<file path="src/rtl/pipeline_ctrl_if.sv">
// Pipeline control bundle: stall/branch/exception requests in, stall/flush/redirect out.
// Request semantics: every request is a level, not a pulse. The requester keeps it
// asserted until the condition clears (a deferred branch keeps branch_flag high until
// the redirect is taken). No acknowledge is returned; stall/flush/pc_redirect act in
// the same cycle they are asserted. The master side is the pipeline and the slave
// side is the controller.
interface pipeline_ctrl_if #(
   parameter int ADDR_W = 32,
   parameter int CNT_W  = 16
);
   logic              stall_req_id;
   logic              stall_req_ex;
   logic              stall_req_mem;
   logic              branch_flag;
   logic [ADDR_W-1:0] branch_addr;
   logic              exception_flag;
   logic [4:0]        stall;
   logic [4:0]        flush;
   logic              pc_redirect;
   logic [ADDR_W-1:0] pc_redirect_addr;
   logic [1:0]        ctrl_state;
   logic [CNT_W-1:0]  stall_cycles;
   logic              stall_timeout;

   modport master (
      output stall_req_id, stall_req_ex, stall_req_mem,
      output branch_flag, branch_addr, exception_flag,
      input  stall, flush, pc_redirect, pc_redirect_addr,
      input  ctrl_state, stall_cycles, stall_timeout
   );

   modport slave (
      input  stall_req_id, stall_req_ex, stall_req_mem,
      input  branch_flag, branch_addr, exception_flag,
      output stall, flush, pc_redirect, pc_redirect_addr,
      output ctrl_state, stall_cycles, stall_timeout
   );
endinterface

</file>
<file path="src/rtl/pipeline_ctrl.sv">
// Stall/flush sequencer for the 5-stage pipeline (IF, ID, EX, MEM, WB).
// Bit i of stall/flush refers to: 0 PC, 1 IF/ID, 2 ID/EX, 3 EX/MEM, 4 MEM/WB.
// stall/flush/redirect are combinational so a hazard holds the pipe in the
// cycle it is raised; state and counters are registered. ctrl_state exposes the FSM.
module pipeline_ctrl #(
   parameter bit          BRANCH_DELAY_SLOT = 1'b1,
   parameter logic [31:0] EXC_VECTOR        = 32'h0000_0380,
   parameter int          STALL_CNT_W       = 16,
   parameter int          STALL_TIMEOUT     = 1024
) (
   input logic            clk,
   input logic            rst,
   pipeline_ctrl_if.slave bus
);
   typedef enum logic [1:0] {
      S_RUN    = 2'b00,
      S_STALL  = 2'b01,
      S_FREEZE = 2'b10,
      S_FLUSH  = 2'b11
   } state_t;

   localparam int TO_W = $clog2(STALL_TIMEOUT + 1);

   state_t                 r_state;
   logic [STALL_CNT_W-1:0] r_stall_cycles;
   logic [TO_W-1:0]        r_consec;
   logic                   r_timeout;

   state_t      w_next;
   logic [4:0]  w_stall;
   logic [4:0]  w_flush;
   logic        w_redirect;
   logic [31:0] w_redirect_addr;
   logic        w_any_req;

   // Next state and combinational stall/flush/redirect; reset forces everything idle
   // so a reset landing in FREEZE never lets the exception redirect escape.
   always_comb begin
      w_next          = r_state;
      w_stall         = '0;
      w_flush         = '0;
      w_redirect      = 1'b0;
      w_redirect_addr = '0;
      w_any_req       = bus.stall_req_id | bus.stall_req_ex | bus.stall_req_mem;
      case (r_state)
         S_RUN, S_STALL: begin
            if (bus.exception_flag) begin
               // Cycle N of an exception: freeze everything so MEM state is preserved.
               w_stall = 5'b11111;
               w_next  = S_FREEZE;
            end else begin
               if (bus.stall_req_mem)     w_stall = 5'b01111;
               else if (bus.stall_req_ex) w_stall = 5'b00111;
               else if (bus.stall_req_id) w_stall = 5'b00011;
               // A held register followed by a moving one: the moving one takes a bubble.
               w_flush[4:1] = w_stall[3:0] & ~w_stall[4:1];
               // A branch in a held ID stage waits; it fires on the first free cycle.
               if (bus.branch_flag && !w_stall[1]) begin
                  w_redirect      = 1'b1;
                  w_redirect_addr = bus.branch_addr;
                  if (!BRANCH_DELAY_SLOT) w_flush[1] = 1'b1;
               end
               w_next = w_any_req ? S_STALL : S_RUN;
            end
         end
         S_FREEZE: begin
            w_flush         = 5'b11110;
            w_redirect      = 1'b1;
            w_redirect_addr = EXC_VECTOR;
            w_next          = S_FLUSH;
         end
         S_FLUSH: begin
            // Second flush cycle drains anything fetched during FREEZE.
            w_flush = 5'b11110;
            w_next  = w_any_req ? S_STALL : S_RUN;
         end
         default: w_next = S_RUN;
      endcase
      if (rst) begin
         w_stall         = '0;
         w_flush         = '0;
         w_redirect      = 1'b0;
         w_redirect_addr = '0;
         w_next          = S_RUN;
      end
   end

   // FSM state register.
   always_ff @(posedge clk) begin
      if (rst) r_state <= S_RUN;
      else     r_state <= w_next;
   end

   // Saturating stall-cycle count, consecutive-stall count and sticky watchdog.
   always_ff @(posedge clk) begin
      if (rst) begin
         r_stall_cycles <= '0;
         r_consec       <= '0;
         r_timeout      <= 1'b0;
      end else if (w_stall != 5'b00000) begin
         if (r_stall_cycles != {STALL_CNT_W{1'b1}}) r_stall_cycles <= r_stall_cycles + 1'b1;
         if (r_consec != TO_W'(STALL_TIMEOUT))      r_consec       <= r_consec + 1'b1;
         if (r_consec == TO_W'(STALL_TIMEOUT - 1))  r_timeout      <= 1'b1;
      end else begin
         r_consec <= '0;
      end
   end

   assign bus.stall            = w_stall;
   assign bus.flush            = w_flush;
   assign bus.pc_redirect      = w_redirect;
   assign bus.pc_redirect_addr = w_redirect_addr;
   assign bus.ctrl_state       = r_state;
   assign bus.stall_cycles     = r_stall_cycles;
   assign bus.stall_timeout    = r_timeout;
endmodule

</file>
<file path="src/flat_wrapper.sv">
// flat-port wrapper written by rule: the top's interface ports become plain ports
module pipeline_ctrl_flat 
#(
   parameter bit          BRANCH_DELAY_SLOT = 1'b1,
   parameter logic [31:0] EXC_VECTOR        = 32'h0000_0380,
   parameter int          STALL_CNT_W       = 16,
   parameter int          STALL_TIMEOUT     = 1024
)
  (clk, rst, bus_stall_req_id, bus_stall_req_ex, bus_stall_req_mem, bus_branch_flag, bus_branch_addr, bus_exception_flag, bus_stall, bus_flush, bus_pc_redirect, bus_pc_redirect_addr, bus_ctrl_state, bus_stall_cycles, bus_stall_timeout);
  pipeline_ctrl_if #(.ADDR_W(32), .CNT_W(16)) bus_i ();
  input logic clk;
  input logic rst;
  input wire logic [$bits(bus_i.stall_req_id)-1:0] bus_stall_req_id;
  input wire logic [$bits(bus_i.stall_req_ex)-1:0] bus_stall_req_ex;
  input wire logic [$bits(bus_i.stall_req_mem)-1:0] bus_stall_req_mem;
  input wire logic [$bits(bus_i.branch_flag)-1:0] bus_branch_flag;
  input wire logic [$bits(bus_i.branch_addr)-1:0] bus_branch_addr;
  input wire logic [$bits(bus_i.exception_flag)-1:0] bus_exception_flag;
  output wire logic [$bits(bus_i.stall)-1:0] bus_stall;
  output wire logic [$bits(bus_i.flush)-1:0] bus_flush;
  output wire logic [$bits(bus_i.pc_redirect)-1:0] bus_pc_redirect;
  output wire logic [$bits(bus_i.pc_redirect_addr)-1:0] bus_pc_redirect_addr;
  output wire logic [$bits(bus_i.ctrl_state)-1:0] bus_ctrl_state;
  output wire logic [$bits(bus_i.stall_cycles)-1:0] bus_stall_cycles;
  output wire logic [$bits(bus_i.stall_timeout)-1:0] bus_stall_timeout;
  assign bus_i.stall_req_id = bus_stall_req_id;
  assign bus_i.stall_req_ex = bus_stall_req_ex;
  assign bus_i.stall_req_mem = bus_stall_req_mem;
  assign bus_i.branch_flag = bus_branch_flag;
  assign bus_i.branch_addr = bus_branch_addr;
  assign bus_i.exception_flag = bus_exception_flag;
  assign bus_stall = bus_i.stall;
  assign bus_flush = bus_i.flush;
  assign bus_pc_redirect = bus_i.pc_redirect;
  assign bus_pc_redirect_addr = bus_i.pc_redirect_addr;
  assign bus_ctrl_state = bus_i.ctrl_state;
  assign bus_stall_cycles = bus_i.stall_cycles;
  assign bus_stall_timeout = bus_i.stall_timeout;
  pipeline_ctrl #(.BRANCH_DELAY_SLOT(BRANCH_DELAY_SLOT), .EXC_VECTOR(EXC_VECTOR), .STALL_CNT_W(STALL_CNT_W), .STALL_TIMEOUT(STALL_TIMEOUT)) u_core (.clk(clk), .rst(rst), .bus(bus_i));
endmodule
</file>
<file path="config.mk">
export PLATFORM = sky130hd
export DESIGN_NAME = pipeline_ctrl_flat
export DESIGN_NICKNAME = d
export VERILOG_FILES = /design/src/rtl/pipeline_ctrl_if.sv /design/src/rtl/pipeline_ctrl.sv /design/src/flat_wrapper.sv
export SDC_FILE = /design/constraint.sdc
export NUM_CORES = 1
export LEC_CHECK = 0
export ABC_AREA = 1
export BUFFER_PORTS_ARGS = -buffer_cell sky130_fd_sc_hd__buf_2
export CAP_MARGIN = 40
export CELL_PAD_IN_SITES_DETAIL_PLACEMENT = 1
export CELL_PAD_IN_SITES_GLOBAL_PLACEMENT = 2
export CORE_MARGIN = 2
export CORE_UTILIZATION = 21
export CTS_BUF_LIST = sky130_fd_sc_hd__clkbuf_4 sky130_fd_sc_hd__clkbuf_8
export DETAILED_ROUTE_END_ITERATION = 7
export PLACE_DENSITY = 0.85
export SYNTH_ARGS = -nofsm -noshare
export SYNTH_HDL_FRONTEND = slang
export SYNTH_SLANG_ARGS = --single-unit
</file>
<file path="constraint.sdc">
create_clock -name clk -period 1.4 [get_ports clk]
set_input_delay 0.21 -clock clk [delete_from_list [all_inputs] [get_ports clk]]
set_output_delay 0.21 -clock clk [all_outputs]
set_load 0.01 [all_outputs]
</file>
==> qor.csv <==
metric;value;unit
finalInstanceArea;0.00375;sq mm
grt_pass1_vias;2630;
vias;2644;
clk_latency;290;ps
grt_pass1_wl;12.0;mm
clock_skew;3.30;ps
place_area;0.00299;sq mm
grt_overflow_total;0;
finalSetupTns;-8080;ps
dr.pass1.iters;7;
cts_tree;yes;
synth-edff-count;0;
antenna_found_initial;0;
worst-setup-path-type;register to output pin;
antenna_cells;0;
port_buffers;99;
die_x;103;um
cts.path.max_buffers;2;
slowest_delay;340;ps
drive_gt1_share;51.4;%
grt_setup_unrepaired;true;
yosys_warnings;0;
failed_checks;setup timing;
maxCapViolations;0;
die_area;0.0106;sq mm
dp_hpwl;6.01;mm
vias_per_cell;4.24;
cts_buffers;5;
fillerInstances;1280;
avgRoutedWirePerCell;14.0;um
hold_viol;0;
cts_max_level;2;
nets;531;
fin_util;38.9;%
period_share;118;%
syn2layout_area_growth;81.6;%
grt_usage;14.2;%
critical-path-top-delay-family;buffers and inverters;
async_flop_share;0;%
seq_area_frac_synth;29.1;%
ys_types;29;
grt_max_degree;16;
drt_iter0_markers;61;
cpMaxStageDelayCell;dfxtp_2;
wirelength;8.71;mm
synth.avg_cell_area;6.12;sq um
crit_fanout;7;
max_freq;603;MHz
io_pins;101;
arrival;1450;ps
std_cell_rows;36;
cp_num_buf_inv;4;
ys_ff_latch;30;
hold_buffers;0;
ant_nets;0;
fp.coreArea;0.00964;sq mm
min_path_type;input port to register;
cp.required;1190;ps
slew_violations;0;
start_kind;register;
postSynthCellCount;337;
status;finished with violations;
initial_core_util;21.4;%
cp_cell_sequence;nor2_4 > inv_2 > nor3_4 > inv_4 > clkbuf_16 > nor2_2 > buf_2;
synth.cell_area;0.00206;sq mm
leakage;1.84;nW
routabilityCongestion;0.789;
die_h;103;um
cp-end-kind;output pin;
pre_cts_slack;-62.4;ps
ys.flop_type;dfxtp_1;
drc;0;
syn_nets;379;
setup_slack;-258;ps
vdd_drop_max;0.503;mV
period_needed;1660;ps
ctsRootBufferMaster;clkbuf_8;
powerDensity;677;mW/mm^2
cts.clk_slew.worst_paths;70;ps
cts.sinks;30;
setup_viol;39;
[sequential cells by signal, indices dropped and copies added, names as in the netlist]
name,flops
u_core.bus.ctrl_state,2
u_core.bus.stall_cycles,16
u_core.bus.stall_timeout,1
u_core.r_consec,11
[power by group]
| group | switching (mW) | leakage [nW] | internal (mW) |
|---|---|---|---|
| Combinational | 0.286 | 1.52 | 0.236 |
| Sequential | 0.0184 | 0.247 | 0.876 |
| Clock | 0.360 | 0.0714 | 0.759 |
[cells by family (layout without fill, tap and decap cells)]
kind of cell               count (synthesis)  after routing  share of synthesized area, %
other                                      1              1                         0.182
buffers and inverters                     76            228                          15.5
and+or+nand+nor                          190            191                          43.1
xor gates and xnor gates                   5              5                          2.12
AOI/OAI and AO/OA                         32             32                          8.19
DFF                                       30             30                          29.1
adders and majority gates                  3              3                          1.82
[worst paths after layout]
kind | startpoint | end | slack, ps | depth (start not counted)
hold / removal | bus_exception_flag | u_core.bus.ctrl_state[1] | 250 | 3
setup reg to reg | u_core.bus.ctrl_state[1] | u_core.bus.ctrl_state[0] | -20 | 8
setup / recovery | u_core.bus.ctrl_state[1] | bus_pc_redirect_addr[19] | -260 | 7
hold reg to reg | u_core.r_consec[10] | u_core.r_consec[10] | 490 | 2
[synth_stat cells, types with 2 or more instances]
| master | instances | area, sq um |
|---|---|---|
| nand3_1 | 16 | 80.1 |
| clkbuf_1 | 3 | 11.3 |
| inv_2 | 3 | 11.3 |
| buf_6 | 2 | 22.5 |
| nand4_1 | 9 | 56.3 |
| nand2_2 | 3 | 18.8 |
| nor3_1 | 4 | 20.0 |
| nor2_4 | 12 | 135 |
| o21ai_0 | 8 | 40.0 |
| inv_1 | 64 | 240 |
| xor2_1 | 5 | 43.8 |
| nor2_2 | 3 | 18.8 |
| buf_4 | 2 | 15.0 |
| a21oi_1 | 20 | 100 |
| dfxtp_1 | 30 | 601 |
| nor2_1 | 72 | 270 |
| ha_1 | 3 | 37.5 |
| nand2_1 | 67 | 251 |
[stage by stage]
stage / power [mW] / hold WS, ps / std cells
floorplan: 1.10 / 317 / 337
global placement: 1.30 / 472 / 602
detailed placement: 1.31 / 479 / 602
CTS: 2.51 / 229 / 619
global route: 2.65 / 249 / 623
finish: 2.54 / 249 / 623
[worst reg2reg max path, stage by stage (launching register included)]
cell	delay [ps]
dfxtp_2	340
buf_4	130
buf_6	110
inv_4	60
buf_6	110
buf_4	100
nor2_1	30
o311ai_0	340
inv_1	80
[what timing repair did]
action	CTS	global route
gates resized for setup	37	87
cloned	2	2
pin swaps	7	16
setup buffers	7	3
setup endpoints to repair	50	60
[cell type report]
type | count | area [sq um] | area share [%]
clock buffers | 6 | 82.6 | 2.20
inverters | 68 | 263 | 7.01
clock inverters | 2 | 60.1 | 1.60
well taps | 133 | 166 | 4.44
multi-input cells | 232 | 1440 | 38.3
repair buffers | 152 | 1130 | 30.1
flip-flops and latches | 30 | 612 | 16.3
[layout by cell type, fill, tap and decap left out, types with 5 or more instances in the layout]
| cell type | netlist | routed |
|---|---|---|
| buf_2 | 0 | 78 |
| nand2_1 | 67 | 62 |
| inv_1 | 64 | 58 |
| buf_4 | 2 | 42 |
| nor2_1 | 72 | 37 |
| nor2_4 | 12 | 30 |
| buf_6 | 2 | 27 |
| nor2_2 | 3 | 21 |
| dfxtp_1 | 30 | 21 |
| a21oi_1 | 20 | 17 |
| nand3_1 | 16 | 12 |
| nand4_1 | 9 | 9 |
| dfxtp_2 | 0 | 9 |
| inv_2 | 3 | 7 |
| clkbuf_8 | 0 | 6 |
| nand2_4 | 1 | 5 |
| xor2_1 | 5 | 5 |
| nand3_2 | 1 | 5 |
[metal layers]
layer / vias to the layer above / track usage, % / routed length [um]
met5: - / 0 / 0
met4: 0 / 3.24 / 89
met3: 11 / 2.24 / 185
met2: 34 / 26.4 / 5060
met1: 1268 / 17.2 / 3380
li1: 1331 / - / -
(Power assumes the default switching activity.)
